## config.mk

```make
export PLATFORM = sky130hd
export DESIGN_NAME = if_fetch_ctrl_flat
export DESIGN_NICKNAME = d
export VERILOG_FILES = /design/src/rtl/if_fetch_ctrl_if.sv /design/src/rtl/if_fetch_ctrl.sv /design/src/flat_wrapper.sv
export SDC_FILE = /design/constraint.sdc
export NUM_CORES = 1
export LEC_CHECK = 0
export ABC_AREA = 0
export CORE_ASPECT_RATIO = 0.6
export CORE_UTILIZATION = 44
export DETAILED_ROUTE_END_ITERATION = 6
export HOLD_SLACK_MARGIN = 0.1
export PLACE_DENSITY = 0.79
export SYNTH_ARGS = -nofsm -noshare
export SYNTH_HDL_FRONTEND = slang
export SYNTH_SLANG_ARGS = --single-unit
```

## constraint.sdc

```tcl
create_clock -name clk -period 9.2 [get_ports clk]
set_clock_uncertainty 0.05 [all_clocks]
set_input_delay 1.84 -clock clk [delete_from_list [all_inputs] [get_ports clk]]
set_output_delay 1.84 -clock clk [all_outputs]
set_load 0.05 [all_outputs]
```

## src/rtl/if_fetch_ctrl_if.sv

```systemverilog
// Signal bundle between if_fetch_ctrl, the instruction memory and the IF/ID boundary.
// master = fetch controller side, slave = memory / decode / hazard-unit side.
interface if_fetch_ctrl_if;
    logic        stall;
    logic        redirect;
    logic [15:0] redirect_pc;
    logic [15:0] im_instr;
    logic [15:0] im_addr;
    logic        im_rd_en;
    logic        if_valid;
    logic [15:0] if_instr;
    logic [15:0] if_pc;
    logic        halted;

    modport master (
        input  stall, redirect, redirect_pc, im_instr,
        output im_addr, im_rd_en, if_valid, if_instr, if_pc, halted
    );

    modport slave (
        output stall, redirect, redirect_pc, im_instr,
        input  im_addr, im_rd_en, if_valid, if_instr, if_pc, halted
    );
endinterface

```

## src/rtl/if_fetch_ctrl.sv

```systemverilog
// Instruction-fetch controller: fetch PC, prefetch queue, branch redirect and HLT drain/halt.
// Define IF_PREFETCH_EN for a two-entry prefetch queue; otherwise a single entry is buffered.
module if_fetch_ctrl #(
    parameter logic [15:0] RESET_PC   = 16'h0000,
    parameter logic [3:0]  HLT_OPCODE = 4'hF
) (
    input  logic            clk,
    input  logic            rst,
    if_fetch_ctrl_if.master fetch_io
);

`ifdef IF_PREFETCH_EN
    localparam int DEPTH = 2;
`else
    localparam int DEPTH = 1;
`endif
    localparam logic [1:0] DEPTH_W = 2'(DEPTH);

    typedef enum logic [1:0] {FETCH, DRAIN, HALTED} state_e;

    typedef struct packed {
        logic [15:0] pc;
        logic [15:0] instr;
    } entry_t;

    state_e      state_q, state_d;
    logic [15:0] fetch_pc_q, fetch_pc_d;
    logic [1:0]  count_q, count_d;
    entry_t      queue_q [DEPTH];
    entry_t      queue_d [DEPTH];

    logic        head_valid;
    logic        flush;
    logic        pop;
    logic        fetch_go;
    logic        push;
    logic        push_hlt;
    logic [1:0]  slot;

    always_comb begin
        head_valid = (count_q != 2'd0) && (state_q != HALTED);
        flush      = fetch_io.redirect && (state_q != HALTED);
        pop        = head_valid && !fetch_io.stall && !fetch_io.redirect;
        fetch_go   = (state_q == FETCH) && !rst && ((count_q < DEPTH_W) || pop);
        push       = fetch_go && !fetch_io.redirect;
        push_hlt   = push && (fetch_io.im_instr[15:12] == HLT_OPCODE);
        slot       = count_q - 2'(pop);
    end

    // NOTE: every signal driven here is defaulted first so no branch can infer a latch.
    always_comb begin
        state_d    = state_q;
        fetch_pc_d = fetch_pc_q;
        count_d    = count_q;
        queue_d    = queue_q;
        if (flush) begin
            state_d    = FETCH;
            fetch_pc_d = fetch_io.redirect_pc;
            count_d    = 2'd0;
        end else begin
            if (pop) begin
                for (int i = 0; i < DEPTH - 1; i++) begin
                    queue_d[i] = queue_q[i + 1];
                end
            end
            // The new entry lands behind whatever survives this edge's pop.
            for (int i = 0; i < DEPTH; i++) begin
                if (push && slot == 2'(i)) begin
                    queue_d[i] = '{pc: fetch_pc_q, instr: fetch_io.im_instr};
                end
            end
            count_d = count_q + 2'(push) - 2'(pop);
            case (state_q)
                FETCH: begin
                    if (push_hlt) begin
                        state_d = DRAIN;
                    end else if (push) begin
                        fetch_pc_d = fetch_pc_q + 16'd1;
                    end
                end
                DRAIN: begin
                    // Nothing is fetched after the HLT, so it is always the last entry.
                    if (pop && count_q == 2'd1) begin
                        state_d = HALTED;
                    end
                end
                default: begin
                end
            endcase
        end
    end

    // NOTE: state registers use non-blocking assignments so every flop samples pre-edge values.
    always_ff @(posedge clk or posedge rst) begin
        if (rst) begin
            state_q    <= FETCH;
            fetch_pc_q <= RESET_PC;
            count_q    <= 2'd0;
        end else begin
            state_q    <= state_d;
            fetch_pc_q <= fetch_pc_d;
            count_q    <= count_d;
        end
    end

    // NOTE: queue payload is not reset; count_q and the output gating hide stale entries.
    always_ff @(posedge clk) begin
        queue_q <= queue_d;
    end

    assign fetch_io.im_addr  = fetch_pc_q;
    assign fetch_io.im_rd_en = push;
    assign fetch_io.if_valid = head_valid;
    assign fetch_io.if_instr = head_valid ? queue_q[0].instr : 16'h0000;
    assign fetch_io.if_pc    = head_valid ? queue_q[0].pc : 16'h0000;
    assign fetch_io.halted   = (state_q == HALTED);

endmodule

```

## src/flat_wrapper.sv

```systemverilog
// flat-port wrapper written by rule: the top's interface ports become plain ports
module if_fetch_ctrl_flat 
#(
    parameter logic [15:0] RESET_PC   = 16'h0000,
    parameter logic [3:0]  HLT_OPCODE = 4'hF
)
  (clk, rst, fetch_io_stall, fetch_io_redirect, fetch_io_redirect_pc, fetch_io_im_instr, fetch_io_im_addr, fetch_io_im_rd_en, fetch_io_if_valid, fetch_io_if_instr, fetch_io_if_pc, fetch_io_halted);
  if_fetch_ctrl_if fetch_io_i ();
  input  logic clk;
  input  logic rst;
  input wire logic [$bits(fetch_io_i.stall)-1:0] fetch_io_stall;
  input wire logic [$bits(fetch_io_i.redirect)-1:0] fetch_io_redirect;
  input wire logic [$bits(fetch_io_i.redirect_pc)-1:0] fetch_io_redirect_pc;
  input wire logic [$bits(fetch_io_i.im_instr)-1:0] fetch_io_im_instr;
  output wire logic [$bits(fetch_io_i.im_addr)-1:0] fetch_io_im_addr;
  output wire logic [$bits(fetch_io_i.im_rd_en)-1:0] fetch_io_im_rd_en;
  output wire logic [$bits(fetch_io_i.if_valid)-1:0] fetch_io_if_valid;
  output wire logic [$bits(fetch_io_i.if_instr)-1:0] fetch_io_if_instr;
  output wire logic [$bits(fetch_io_i.if_pc)-1:0] fetch_io_if_pc;
  output wire logic [$bits(fetch_io_i.halted)-1:0] fetch_io_halted;
  assign fetch_io_i.stall = fetch_io_stall;
  assign fetch_io_i.redirect = fetch_io_redirect;
  assign fetch_io_i.redirect_pc = fetch_io_redirect_pc;
  assign fetch_io_i.im_instr = fetch_io_im_instr;
  assign fetch_io_im_addr = fetch_io_i.im_addr;
  assign fetch_io_im_rd_en = fetch_io_i.im_rd_en;
  assign fetch_io_if_valid = fetch_io_i.if_valid;
  assign fetch_io_if_instr = fetch_io_i.if_instr;
  assign fetch_io_if_pc = fetch_io_i.if_pc;
  assign fetch_io_halted = fetch_io_i.halted;
  if_fetch_ctrl #(.RESET_PC(RESET_PC), .HLT_OPCODE(HLT_OPCODE)) u_core (.clk(clk), .rst(rst), .fetch_io(fetch_io_i));
endmodule
```

==> results.json <==
{
  "powerDensity_nw_per_um2": 353.8,
  "antenna_found_initial": 0,
  "worstSetupPathType": "input pin to output port",
  "clk_path_buf_depth": 2,
  "status": "complete, no violations",
  "grt_pass1_vias": 1702,
  "die_w_um": 97.20,
  "post_cts_buffers": 0,
  "place_hpwl_mm": 3.938,
  "netlist_area_um2": 2392,
  "timing_worst_slew_pin_value_ns": 1.063,
  "n_antenna_cell": 0,
  "fp.dieH_um": 59.12,
  "crit_path_cell_trace": "clkdlybuf4s50_1, o22ai_4, nand2_1, or2_1, inv_1, clkdlybuf4s50_1",
  "core_um2": 5155,
  "yosys.area.top_type_share_pct": 40.17,
  "synth_edf_count": 32,
  "path_common_cell": "clkdlybuf4s50_1",
  "timing.hold.ws_ns": 0.4806,
  "ioPinCount": 87,
  "synth_top_cell_by_area": "edfxtp_1",
  "start_kind": "input pin",
  "fmax_ghz": 0.1716,
  "overflow": 0,
  "rows": 20,
  "cpMaxStageDelayCell": "clkdlybuf4s50_1",
  "cts_hold_buf": 0,
  "syn_to_final_growth_pct": 42.52,
  "mappedNetlistNets": 244,
  "worstHoldPathType": "flop to flop",
  "start_util_pct": 46.41,
  "synth.distinct_cells": 40,
  "yosysSeqAreaShare_pct": 61.09,
  "async_flop_share_pct": 38.46,
  "crit_required_ns": 7.31,
  "viasPerCell": 5.136,
  "clock-root-buffer": "clkbuf_8",
  "drc": 0,
  "min_period_ns": 5.826,
  "cp_slowest_stage_delay_ns": 0.80,
  "cap_violations": 0,
  "die-area_um2": 5746,
  "gp_congestion": 0.8743,
  "period_share_pct": 63.33,
  "yosys_register_bits": 52,
  "drt_first_pass_iters": 4,
  "ant_nets": 0,
  "setup_viol": 0,
  "drive_gt1_share_pct": 5.119,
  "multi_input_area_um2": 882.1,
  "cts_sinks": 52,
  "crit_family": "buffers and inverters",
  "crit_arrival_ns": 3.94,
  "grt_max_degree": 34,
  "fin_tns_setup_ns": 0,
  "reg2reg_slack_ns": 6.90,
  "cts_resized": 0,
  "final_common_cell": "clkdlybuf4s50_1",
  "htreeDepth": 2,
  "wl_per_cell_um": 15.08,
  "max_slew_margin_pct": 29.08,
  "avgSynthCellArea_um2": 11.67,
  "clk_latency_ns": 0.29,
  "report.final.slew_viol_count": 0,
  "vias": 1844,
  "cts_tree": "yes",
  "grt_pass1_wl_mm": 8.694,
  "p_leak_nw": 1.253,
  "nNetsFinal": 331,
  "worst-path-buf-inv": 3,
  "crit_path_max_fanout": 8,
  "path_clk_slew_ns": 0.09,
  "crit_path_end_kind": "output port",
  "netlist_instances": 205,
  "drtIter0Drc": 67,
  "drt-total-wl_mm": 5.415,
  "ir_worst_vdd_mv": 0.1887,
  "final_cell_mix": "clkdlybuf4s50_1 (86), and2_1 (35), edfxtp_1 (32)",
  "nFillCells": 411,
  "hold_viol": 0,
  "ff_latch_area_um2": 1461,
  "netlist_top_cells_area": "edfxtp_1 (40%), dfrtp_1 (21%), and2_1 (9.2%)",
  "track_usage_pct": 19.94,
  "yosysWarnings": 0,
  "cts_inserted_buffers": 5,
  "rsz0062_at_grt": "no",
  "synth_flop_cell": "edfxtp_1",
  "io_buffer_count": 86
}
==> power by group <==
| group | total [mW] | internal (mW) | switching, mW |
|---|---|---|---|
| Sequential | 0.359 | 0.310 | 0.0492 |
| Clock | 0.123 | 0.0536 | 0.0691 |
| Combinational | 0.725 | 0.239 | 0.485 |
| Total | 1.21 | 0.603 | 0.603 |
==> worst reg2reg max path, stage by stage (launching register included) <==
cell	delay [ns]
dfrtp_1	0.46
nor3_4	0.34
nand4_1	0.52
or4_1	0.66
a31oi_1	0.18
==> area by class of cell <==
type	instances	area share (%)
clock buffer	7	2.239
sequential	52	42.86
multi-input combinational	138	25.87
tap	66	2.422
clock inverter	1	0.1468
inverter	7	0.7706
timing repair buffer	88	25.69
==> registers in the layout, indices dropped and copies added (netlist names) <==
register / cells
u_core.state_q: 2
u_core.count_q: 2
u_core.fetch_io.im_addr: 16
u_core.queue_q: 32
==> cells by family after synthesis <==
| group | share of synthesized area, % |
|---|---|
| mux | 0.4184 |
| xor+xnor | 1.831 |
| simple gates | 23.54 |
| compound gates | 9.153 |
| fa+ha+maj | 1.569 |
| flops | 61.09 |
| buf+inv | 2.406 |
==> per-layer routing <==
metal	wire, um	part of all wire, %	up-vias	global-route usage (%)
met1	2719	50	852	28.98
met5	0	0	-	0
met2	2338	43	69	30.68
met4	17	0.31	0	3.838
met3	340	6.3	2	5.189
li1	-	-	921	-
==> worst paths after layout <==
kind / cells after the start / end / from
min in group asynchronous: 2 / u_core.state_q[0] / rst
max reg2reg: 4 / u_core.fetch_io.im_addr[13] / u_core.state_q[1]
max in group asynchronous: 2 / u_core.fetch_io.im_addr[10] / rst
max: 6 / fetch_io_im_rd_en / fetch_io_redirect
min: 0 / u_core.queue_q[31] / u_core.fetch_io.im_addr[15]
min reg2reg: 0 / u_core.queue_q[31] / u_core.fetch_io.im_addr[15]
==> Yosys cell counts (all sizes together), types with 4 or more instances <==
library cell	count
or4	4
or3	6
clkbuf	7
inv	7
nand4	6
nand3	6
nand2	13
nor3	4
and2	35
edfxtp	32
a31oi	9
dfrtp	20
o21ai	10
nor2	14
==> stage by stage <==
step	total power [mW]	util, %	cell area (um2)	cells	setup WS (ns)
finish	1.206	66.14	3410	359	3.374
global route	1.266	66.14	3410	359	3.279
floorplan	0.8484	-	2392	205	1.334
CTS	1.213	66.14	3410	359	3.385
global placement	1.081	64.56	3328	351	3.453
detailed placement	1.091	64.56	3328	351	3.398
No activity file was read; power rests on OpenSTA's default activity.
